[src/rtl/duty_cycle_meter.sv]
// duty_cycle_meter: measures period and high time of an asynchronous input
// waveform in clk_in cycles. Each completed period (rise to rise) is reported
// as a {total, high} pair with a one-cycle valid strobe. A missing rise for
// 2^WIDTH-1 cycles flags the input as stuck and records its level.
module duty_cycle_meter #(
    parameter int WIDTH       = 16,
    parameter int SYNC_STAGES = 2
) (
    input  logic             clk_in,
    input  logic             rst_n,
    input  logic             enable,
    input  logic             sig_in,
    output logic [WIDTH-1:0] measured_total,
    output logic [WIDTH-1:0] measured_high,
    output logic             meas_valid,
    output logic             stuck,
    output logic             stuck_level
);

    localparam logic [WIDTH-1:0] CNT_MAX  = '1;
    localparam logic [WIDTH-1:0] CNT_ONE  = {{(WIDTH-1){1'b0}}, 1'b1};
    localparam logic [WIDTH-1:0] CNT_ZERO = '0;

    typedef enum logic {
        ST_SEEK = 1'b0,
        ST_MEAS = 1'b1
    } state_t;

    logic [SYNC_STAGES-1:0] r_sync;
    logic                   r_sig_d;
    logic                   w_sig_s;
    logic                   w_rise;

    state_t                 r_state;
    logic [WIDTH-1:0]       r_period_cnt;
    logic [WIDTH-1:0]       r_high_cnt;
    logic [WIDTH-1:0]       r_total;
    logic [WIDTH-1:0]       r_high;
    logic                   r_valid;
    logic                   r_stuck;
    logic                   r_stuck_level;

    assign w_sig_s = r_sync[SYNC_STAGES-1];
    assign w_rise  = w_sig_s & ~r_sig_d;

    // Synchronizer chain plus one delayed copy for rising-edge detection;
    // keeps running regardless of enable so a rise on re-enable is not lost.
    always_ff @(posedge clk_in or negedge rst_n) begin
        if (!rst_n) begin
            r_sync  <= '0;
            r_sig_d <= 1'b0;
        end else begin
            r_sync  <= {r_sync[SYNC_STAGES-2:0], sig_in};
            r_sig_d <= w_sig_s;
        end
    end

    // Measurement FSM: SEEK waits for a rise to arm; MEAS counts the period,
    // reports on each rise and drops back to SEEK on timeout or disable.
    always_ff @(posedge clk_in or negedge rst_n) begin
        if (!rst_n) begin
            r_state       <= ST_SEEK;
            r_period_cnt  <= CNT_ZERO;
            r_high_cnt    <= CNT_ZERO;
            r_total       <= CNT_ZERO;
            r_high        <= CNT_ZERO;
            r_valid       <= 1'b0;
            r_stuck       <= 1'b0;
            r_stuck_level <= 1'b0;
        end else begin
            r_valid <= 1'b0;
            if (!enable) begin
                r_state      <= ST_SEEK;
                r_period_cnt <= CNT_ZERO;
                r_high_cnt   <= CNT_ZERO;
            end else begin
                case (r_state)
                    ST_SEEK: begin
                        r_period_cnt <= CNT_ZERO;
                        r_high_cnt   <= CNT_ZERO;
                        if (w_rise) begin
                            // The arming rise cycle is the first (high) cycle of the period.
                            r_period_cnt <= CNT_ONE;
                            r_high_cnt   <= CNT_ONE;
                            r_stuck      <= 1'b0;
                            r_state      <= ST_MEAS;
                        end
                    end
                    ST_MEAS: begin
                        if (w_rise) begin
                            r_total      <= r_period_cnt;
                            r_high       <= r_high_cnt;
                            r_valid      <= 1'b1;
                            r_period_cnt <= CNT_ONE;
                            r_high_cnt   <= CNT_ONE;
                        end else if (r_period_cnt == CNT_MAX) begin
                            // No rise within the counter range: 0 % or 100 % duty.
                            r_stuck       <= 1'b1;
                            r_stuck_level <= w_sig_s;
                            r_period_cnt  <= CNT_ZERO;
                            r_high_cnt    <= CNT_ZERO;
                            r_state       <= ST_SEEK;
                        end else begin
                            r_period_cnt <= r_period_cnt + CNT_ONE;
                            if (w_sig_s) begin
                                r_high_cnt <= r_high_cnt + CNT_ONE;
                            end
                        end
                    end
                    default: begin
                        r_state      <= ST_SEEK;
                        r_period_cnt <= CNT_ZERO;
                        r_high_cnt   <= CNT_ZERO;
                    end
                endcase
            end
        end
    end

    assign measured_total = r_total;
    assign measured_high  = r_high;
    assign meas_valid     = r_valid;
    assign stuck          = r_stuck;
    assign stuck_level    = r_stuck_level;

endmodule

[config.mk]
export PLATFORM = sky130hd
export DESIGN_NAME = duty_cycle_meter
export DESIGN_NICKNAME = d
export VERILOG_FILES = /design/src/rtl/duty_cycle_meter.sv
export SDC_FILE = /design/constraint.sdc
export NUM_CORES = 1
export LEC_CHECK = 0
export BUFFER_PORTS_ARGS = -buffer_cell sky130_fd_sc_hd__buf_2
export CAP_MARGIN = 10
export CORE_MARGIN = 2
export CORE_UTILIZATION = 45
export DETAILED_ROUTE_END_ITERATION = 16
export PLACE_DENSITY = 0.65
export REMOVE_ABC_BUFFERS = 1
export SLEW_MARGIN = 10
export SYNTH_ARGS = -nofsm -noshare
export SYNTH_HDL_FRONTEND = slang
export SYNTH_SLANG_ARGS = --single-unit
[constraint.sdc]
create_clock -name clk_in -period 4.48 [get_ports clk_in]
set_input_delay 0.448 -clock clk_in [delete_from_list [all_inputs] [get_ports clk_in]]
set_output_delay 0.448 -clock clk_in [all_outputs]
set_load 0.005 [all_outputs]
==> impl_metrics.ini, run 1 <==
[place]
pre_cts_ws_ns = 2.25
place_congestion = 0.771
port_buffers = 38
post-dp-hpwl_um = 3480

[floorplan]
die_area_um2 = 7350
die_h_um = 85.7
fp.coreArea_um2 = 6390
io_pins = 39
start_util_pct = 47.0
rows = 29
die_w_um = 85.7

[routing]
post_drt_via_cell_ratio = 5.20
drtPass1Iterations = 4
antenna_left = 0
vias = 1962
drt_iter0_drc = 81
wire_per_inst_um = 14.3
drt-total-wl_um = 5380
drc_errors = 0

[timing]
timing.final.crit_share_pct = 49.2
maxClockFrequency_mhz = 453
final_max_slew_viol_count = 0
timing.setup.tns_ns = 0
finalHoldViolations = 0
period_minus_slack_ns = 2.21
fin_skew_ns = 0.00932
tightest_slew_ns = 0.852
max_slew_margin_pct = 43.2
setup_ws_ns = 2.27
setup_viol = 0
grt_setup_unrepaired = no

[clock_network]
cts_hold_buf = 0
htreeDepth = 3
root_buffer = clkbuf_8
post-cts-setup-buffer-count = 0
clock_path_buffers = 2
cts_tree = yes
cts.sinks = 71
post_cts_resized = 0
clk_latency_ns = 0.34
clk_pin_slew_ns = 0.08
cts_made_buffers = 9

[global_route]
met1_usage_pct = 23.3
grt_pass1_vias = 1864
grt_max_degree = 39
busiest_layer = met1
gr-total-overflow = 0
grtUsageTotal_pct = 15.9
use_met2_pct = 22.4
gr-usage-met3_pct = 2.69
grt_pass1_wl_um = 8960
antenna_found_initial = 0

[synthesis]
async_flop_share_pct = 100
yosysUniqueCellTypes = 29
synth.area.top_cells = dfrtp_1, mux2_2, xnor2_1
synth_area_um2 = 3000
synth_most_common_cell = dfrtp_1
syn_inst = 253
netlist_top_cells_count = dfrtp_1, nor2_1, mux2_2
yosysWarnings = 0
synth_area_per_cell_um2 = 11.9
synthFlopType = dfrtp_1
synth_seq_area_share_pct = 59.1
yosys.area.top_type = dfrtp_1
synth_top_area_share_pct = 59.1
synth_edf_count = 0
ys_ff_latch = 71

[worst_setup_path]
critPathArrivalTime_ns = 2.43
r2r_cells = 4
critical_path_class = reg2reg
r2r_end = measured_high[12]$_DFFE_PN0P_
crit_fanout = 22
worst_ep_required_time_ns = 4.70
rrSetupSlack_ns = 2.27
crit_path_end_kind = register
crit_path_start_kind = register
r2r-start = r_sync[1]$_DFF_PN0_

[pwr]
ir_worst_vdd_v = 0.000237
power_mw = 1.26
power.static_leakage_nw = 1.65
p_per_area_nw_per_um2 = 363

[final_layout]
nNetsFinal = 301
drive_gt1_share_pct = 29.3
diodes = 0
final_util_pct = 54.5
synthToLayoutAreaGrowth_pct = 15.9

[run_status]
status = completed

[job]
cap_viol_max_count = 0

[hold_path]
worstHoldPathType = in2async
## final cells by class
class                      instances  area [um^2]
fill                             577         2900
sequential                        71         1780
multi-input combinational        167         1150
timing repair buffer              40          205
clock buffer                      11          151
tap                               77         96.3
clock inverter                     5         80.1
inverter                           6         22.5
## cells in the final DEF, fill, tap and decap left out
master	count
dfrtp_1	71
buf_2	38
nor2_1	33
mux2_2	28
xnor2_1	20
nand2_1	17
clkbuf_8	11
nand3_1	10
nand4_1	9
nor3_1	9
xor2_1	8
o21ai_0	8
nor4_1	7
inv_1	6
and3_1	3
and2_1	2
ha_1	2
bufinv_16	2
clkinvlp_4	2
buf_4	2
nand2b_1	1
nand4_4	1
nand3_2	1
or4_4	1
nand2_4	1
and4_1	1
o41ai_1	1
o311ai_0	1
a21boi_0	1
nor2b_1	1
mux2i_1	1
clkinv_2	1
## sequential cells by signal (all words and copies together), names as in the netlist
register and cells:
measured_high 16, measured_total 16, r_high_cnt 16, r_period_cnt 16, r_sync 2, meas_valid 1, r_sig_d 1, r_state 1
stuck 1, stuck_level 1
## worst max-delay path by stage
stage / startpoint / endpoint / slack, ns / cells past startpoint
2_1_floorplan: r_sync[1]$_DFF_PN0_ / measured_high[0]$_DFFE_PN0P_ / 2.34 / 3
4_1_cts: r_sync[1]$_DFF_PN0_ / measured_high[12]$_DFFE_PN0P_ / 2.25 / 4
6_report: r_sync[1]$_DFF_PN0_ / measured_high[12]$_DFFE_PN0P_ / 2.27 / 4
5_1_grt: r_sync[1]$_DFF_PN0_ / measured_high[13]$_DFFE_PN0P_ / 2.10 / 4
3_5_place_dp: r_sync[1]$_DFF_PN0_ / measured_total[11]$_DFFE_PN0P_ / 2.25 / 4
3_3_place_gp: r_sync[1]$_DFF_PN0_ / measured_total[14]$_DFFE_PN0P_ / 2.34 / 4
## through the flow
step                      hold WS [ns]  cells  instance area [um^2]
final                            0.208    377                  3480
after global routing             0.198    377                  3480
after CTS                        0.194    377                  3480
after detailed placement         0.335    361                  3250
after global placement           0.338    361                  3250
after floorplan                  0.152    244                  2950
## power breakdown
| group | internal [mW] | total, mW | switching (mW) |
|---|---|---|---|
| clock network | 0.343 | 0.576 | 0.233 |
| logic | 0.0107 | 0.0342 | 0.0234 |
| registers | 0.647 | 0.653 | 0.00602 |
## critical path: stages (launching register included)
cell and delay, ns:
dfrtp_1 0.52, nor2b_1 0.21, nand3_1 0.57, buf_4 0.48, mux2_2 0.30
## kinds of logic after synthesis
logic type / Yosys count / synth area share, %
XOR/XNOR: 28 / 8.16
AO/OA/AOI/OAI: 11 / 2.17
multiplexers: 29 / 10.8
buffers and inverters: 15 / 2.58
adder cells (fa/ha/maj): 2 / 0.833
flip-flops: 71 / 59.1
AND/OR/NAND/NOR: 97 / 16.3
## metal layers
metal / up-vias / share of wire [%]
met5: - / 0
met4: 0 / 2.2
met1: 960 / 51
met3: 9 / 3.7
met2: 42 / 43
li1: 951 / -
Note: power is estimated with default switching activity, not from simulation.
==> run 2: changes to the inputs <==
clock period = 2.3 ns   (was 4.48 ns; I/O delays follow)
==> impl_metrics.ini, run 2 (same netlist as run 1, synthesis figures left out) <==
[final_layout]
instances_no_fill = 382
diodes = 0
final_cell_mix = dfrtp_1, buf_2, nor2_1
drive_gt1_share_pct = 29.5
synthToLayoutAreaGrowth_pct = 15.9
nNetsFinal = 306
final_area_um2 = 3480
final_common_cell = dfrtp_1

[floorplan]
rows = 29
io_pins = 39
die_area_um2 = 7350
die_h_um = 85.7
die_w_um = 85.7
start_util_pct = 47.0
fp.coreArea_um2 = 6390

[worst_setup_path]
max_stage_delay_ns = 0.59
r2r-start = r_period_cnt[0]$_DFF_PN0_
critical_path_class = reg2reg
r2r_cells = 5
crit_fanout = 26
cpMaxStageDelayCell = or4_4
crit_buf_inv = 0
crit_path_end_kind = register
worst_ep_required_time_ns = 2.50
crit_path_start_kind = register
cp_cell_sequence = ha_1 > nand3_2 > or4_4 > nand2_4 > o311ai_0
path_delay_family = simple AND/OR/NAND/NOR gates
critPathArrivalTime_ns = 2.21
rrSetupSlack_ns = 0.30
r2r_end = r_period_cnt[15]$_DFF_PN0_

[pwr]
p_per_area_nw_per_um2 = 643
ir_worst_vdd_v = 0.000397
power_mw = 2.24
power.static_leakage_nw = 1.67
power_frac_comb_pct = 3.3
p_sw_share_pct = 22.7
p_sw_uw = 509
p_int_mw = 1.73
sequentialPowerShare_pct = 56.8
p_clk_share_pct = 39.9

[clock_network]
clk_pin_slew_ns = 0.07
clk_latency_ns = 0.34
htreeDepth = 3
cts_made_buffers = 9
clock_path_buffers = 2
post_cts_resized = 0
cts_tree = yes
cts.sinks = 71
root_buffer = clkbuf_8

[timing]
period_minus_slack_ns = 2.00
final_max_slew_viol_count = 0
max_slew_margin_pct = 60.0
fin_skew_ns = 0.0105
tightest_slew_ns = 0.601
setup_viol = 0
timing.final.crit_share_pct = 87.1
finalHoldViolations = 0
maxClockFrequency_mhz = 499
grt_setup_unrepaired = no
timing.setup.tns_ns = 0

[routing]
drc_errors = 0
drt-total-wl_um = 5300
drtPass1Iterations = 4
post_drt_via_cell_ratio = 5.11
wire_per_inst_um = 13.9
antenna_left = 0
drt_iter0_drc = 83
vias = 1952

[global_route]
gr-total-overflow = 0
grtUsageTotal_pct = 16.4
antenna_found_initial = 0
grt_max_degree = 32
grt_pass1_wl_um = 9300
grt_pass1_vias = 1887

[hold_path]
min_to = r_state$_DFF_PN0_
holdPathStages = 2
worstHoldPathType = in2reg
min_from = enable

[place]
dpl_cell_area_um2 = 3290
post-dp-hpwl_um = 3610
place_congestion = 0.782
port_buffers = 38
dp_cells = 364

[run_status]
status = completed

[job]
cap_viol_max_count = 0
==> run 2: power by group through the flow <==
stage | clock, mW | sequential [mW] | combinational (mW)
CTS | 0.917 | 1.27 | 0.0762
detailed placement | 0 | 1.30 | 0.0735
finish | 0.894 | 1.27 | 0.0728
global placement | 0 | 1.30 | 0.0733
global route | 0.974 | 1.27 | 0.0839
floorplan | 0 | 1.29 | 0.0254
==> run 2: per-layer routing <==
metal	share of wire (%)	vias to the layer above	global-route usage (%)
met5	0	-	0
met4	1.8	0	7.36
met3	4.2	9	4.43
met2	42	38	22.4
met1	52	945	24.4
li1	-	960	-
==> run 2: how the worst max path moves through the flow <==
stage                              endpoint                      start  slack, ns  cells past startpoint
6_report         r_period_cnt[15]$_DFF_PN0_  r_period_cnt[0]$_DFF_PN0_       0.30                      5
4_1_cts          r_period_cnt[15]$_DFF_PN0_  r_period_cnt[0]$_DFF_PN0_       0.27                      5
2_1_floorplan  measured_high[0]$_DFFE_PN0P_        r_sync[1]$_DFF_PN0_       0.16                      3
5_1_grt          r_period_cnt[15]$_DFF_PN0_  r_period_cnt[0]$_DFF_PN0_       0.19                      5
3_3_place_gp     r_period_cnt[15]$_DFF_PN0_  r_period_cnt[0]$_DFF_PN0_       0.35                      5
3_5_place_dp     r_period_cnt[15]$_DFF_PN0_  r_period_cnt[0]$_DFF_PN0_       0.27                      5
==> run 2: area by class of cell <==
| cell class | instances | area [um^2] |
|---|---|---|
| flip-flops and latches | 71 | 1780 |
| repair buffers | 45 | 260 |
| inverters | 6 | 22.5 |
| clock buffers | 12 | 155 |
| clock inverters | 4 | 20.0 |
| well taps | 77 | 96.3 |
| multi-input cells | 167 | 1150 |
| fillers | 566 | 2910 |
==> run 2: what timing repair did <==
| action | in CTS | in global routing |
|---|---|---|
| setup buffers | 0 | 0 |
| hold endpoints to repair | 25 | 0 |
| hold buffers | 2 | 0 |
==> run 2: per-stage QoR <==
step,worst slack (ns),hold WS (ns),util (%)
global route,0.189,0.196,54.5
CTS,0.267,0.175,54.5
detailed placement,0.272,0.277,51.4
global placement,0.355,0.271,51.4
floorplan,0.164,-0.0656,-
finish,0.297,0.191,54.5
==> run 2: worst register-to-register path: stages (launching register included) <==
cell,delay (ns)
dfrtp_1,0.43
ha_1,0.22
nand3_2,0.20
or4_4,0.59
nand2_4,0.26
o311ai_0,0.17
==> run 3: changes to the inputs <==
ABC_AREA = 1   (was default)
PLACE_DENSITY = 0.64   (was 0.65)
==> impl_metrics.ini, run 3 <==
[worst_setup_path]
crit_path_end_kind = register
r2r_end = r_high_cnt[2]$_DFFE_PN0P_
rrSetupSlack_ns = 0.49
worst_ep_required_time_ns = 2.52
r2r_cells = 7
critPathArrivalTime_ns = 2.03
r2r-start = r_period_cnt[1]$_DFF_PN0_
crit_path_start_kind = register
crit_fanout = 10
critical_path_class = reg2reg

[place]
place_congestion = 0.850
post-dp-hpwl_um = 4390
dpl_cell_area_um2 = 3510
pre_cts_ws_ns = 0.493
port_buffers = 38

[run_status]
status = completed

[floorplan]
io_pins = 39
fp.coreArea_um2 = 6830
die_w_um = 88.1
die_h_um = 88.1
start_util_pct = 46.6
die_area_um2 = 7760
rows = 30

[timing]
timing.setup.tns_ns = 0
finalHoldViolations = 0
tightest_slew_ns = 0.696
max_slew_margin_pct = 53.6
fin_skew_ns = 0.0138
setup_viol = 0
timing.final.crit_share_pct = 78.5
maxClockFrequency_mhz = 554
setup_ws_ns = 0.494
final_max_slew_viol_count = 0
period_minus_slack_ns = 1.81
grt_setup_unrepaired = no

[global_route]
grt_pass1_wl_um = 10900
grt_max_degree = 51
antenna_found_initial = 0
gr-total-overflow = 0
grtUsageTotal_pct = 18.4
grt_pass1_vias = 2406

[synthesis]
synth_most_common_cell = nand2_1
synth_area_um2 = 3180
synth_top_family_by_area = simple AND/OR/NAND/NOR gates
synth_fa_ha_area_share_pct = 0.786
yosys.area.top_type = dfrtp_1
yosysUniqueCellTypes = 31
yosysWarnings = 0
ys_ff_latch = 71
synth.area.mux_share_pct = 0
synthFlopType = dfrtp_1
synth-simple-area-share_pct = 29.9
synth_seq_area_share_pct = 55.8
synth_area_per_cell_um2 = 8.58
synth.area.top_cells = dfrtp_1, nand2_1, nor2_1
synth_compound_area_share_pct = 6.56
async_flop_share_pct = 100
synth_edf_count = 0
synthXorXnorAreaFrac_pct = 1.65
syn_inst = 371
netlist_top_cells_count = nand2_1, dfrtp_1, nor2_1
synth_top_area_share_pct = 55.8

[clock_network]
clock_path_buffers = 2
cts_tree = yes
cts_made_buffers = 9
post-cts-setup-buffer-count = 0
cts.sinks = 71
clk_latency_ns = 0.35
root_buffer = clkbuf_8
htreeDepth = 3
post_cts_resized = 0
clk_pin_slew_ns = 0.08

[routing]
post_drt_via_cell_ratio = 4.77
drt-total-wl_um = 6290
drtPass1Iterations = 4
drt_iter0_drc = 111
antenna_left = 0
wire_per_inst_um = 12.2
drc_errors = 0
vias = 2459

[job]
cap_viol_max_count = 0

[pwr]
ir_worst_vdd_v = 0.000425
power.static_leakage_nw = 1.82
p_per_area_nw_per_um2 = 593

[hold_path]
worstHoldPathType = in2reg
min_from = enable
holdPathStages = 3
min_to = r_period_cnt[0]$_DFF_PN0_

[final_layout]
n_fill_cell = 691
final_common_cell = nand2_1
nNetsFinal = 424
diodes = 0
synthToLayoutAreaGrowth_pct = 15.6
drive_gt1_share_pct = 17.6
final_cell_mix = nand2_1, dfrtp_1, nor2_1
final_area_um2 = 3680
==> run 3: how the worst max path moves through the flow <==
| stage | from | endpoint | slack [ns] | depth (start not counted) |
|---|---|---|---|---|
| 3_5_place_dp | r_period_cnt[1]$_DFF_PN0_ | r_high_cnt[2]$_DFFE_PN0P_ | 0.49 | 7 |
| 3_3_place_gp | r_period_cnt[0]$_DFF_PN0_ | r_high_cnt[2]$_DFFE_PN0P_ | 0.55 | 7 |
| 5_1_grt | r_period_cnt[1]$_DFF_PN0_ | r_high_cnt[2]$_DFFE_PN0P_ | 0.30 | 7 |
| 2_1_floorplan | r_sync[1]$_DFF_PN0_ | measured_high[1]$_DFFE_PN0P_ | 0.18 | 6 |
| 4_1_cts | r_period_cnt[0]$_DFF_PN0_ | r_high_cnt[2]$_DFFE_PN0P_ | 0.49 | 7 |
| 6_report | r_period_cnt[1]$_DFF_PN0_ | r_high_cnt[2]$_DFFE_PN0P_ | 0.49 | 7 |
==> run 3: stage by stage <==
| stage | hold WS, ns | util [%] | total power, mW | cells |
|---|---|---|---|---|
| finish | 0.166 | 53.8 | 2.18 | 516 |
| global placement | 0.310 | 51.3 | 1.38 | 501 |
| global route | 0.177 | 53.8 | 2.26 | 516 |
| CTS | 0.160 | 53.8 | 2.21 | 516 |
| floorplan | -0.0656 | - | 1.33 | 363 |
| detailed placement | 0.320 | 51.3 | 1.38 | 501 |
==> run 3: routing by layer <==
layer  up-vias  track usage [%]  share of wire (%)
met5         -                0                  0
met4         0             9.78                1.5
met3         9             3.77                3.9
met2        40             28.2                 45
met1      1154             24.8                 49
li1       1256                -                  -
==> run 3: worst max-delay path, cell delays in order (launching register included) <==
cell and delay [ns]:
dfrtp_1 0.38, ha_1 0.17, nand2_1 0.10, nor2_4 0.20, nand4_4 0.19, nand2_1 0.35, buf_4 0.24, nor3_1 0.05
==> run 3: layout make-up <==
class | count | area [um^2] | area share [%]
inverter | 34 | 128 | 3.47
clock buffer | 11 | 141 | 3.84
sequential | 71 | 1780 | 48.3
multi-input combinational | 258 | 1240 | 33.6
clock inverter | 2 | 10.0 | 0.272
tap | 96 | 120 | 3.27
timing repair buffer | 44 | 265 | 7.21
==> run 3: what timing repair did <==
item / 4_1_cts / 5_1_grt
setup endpoints to repair: 0 / 0
endpoints found under the hold margin: 31 / 0
hold buffers: 2 / 0
==> run 3: cells by family after synthesis <==
kind of cell             Yosys count
buffers and inverters             42
flip-flops                        71
XOR/XNOR                           6
adder cells (fa/ha/maj)            2
AND/OR/NAND/NOR                  212
AO/OA/AOI/OAI                     38
==> run 3: where the power goes <==
part / internal [mW] / switching [mW]
logic: 0.0257 / 0.0602
clock network: 0.399 / 0.427
registers: 1.26 / 0.00977
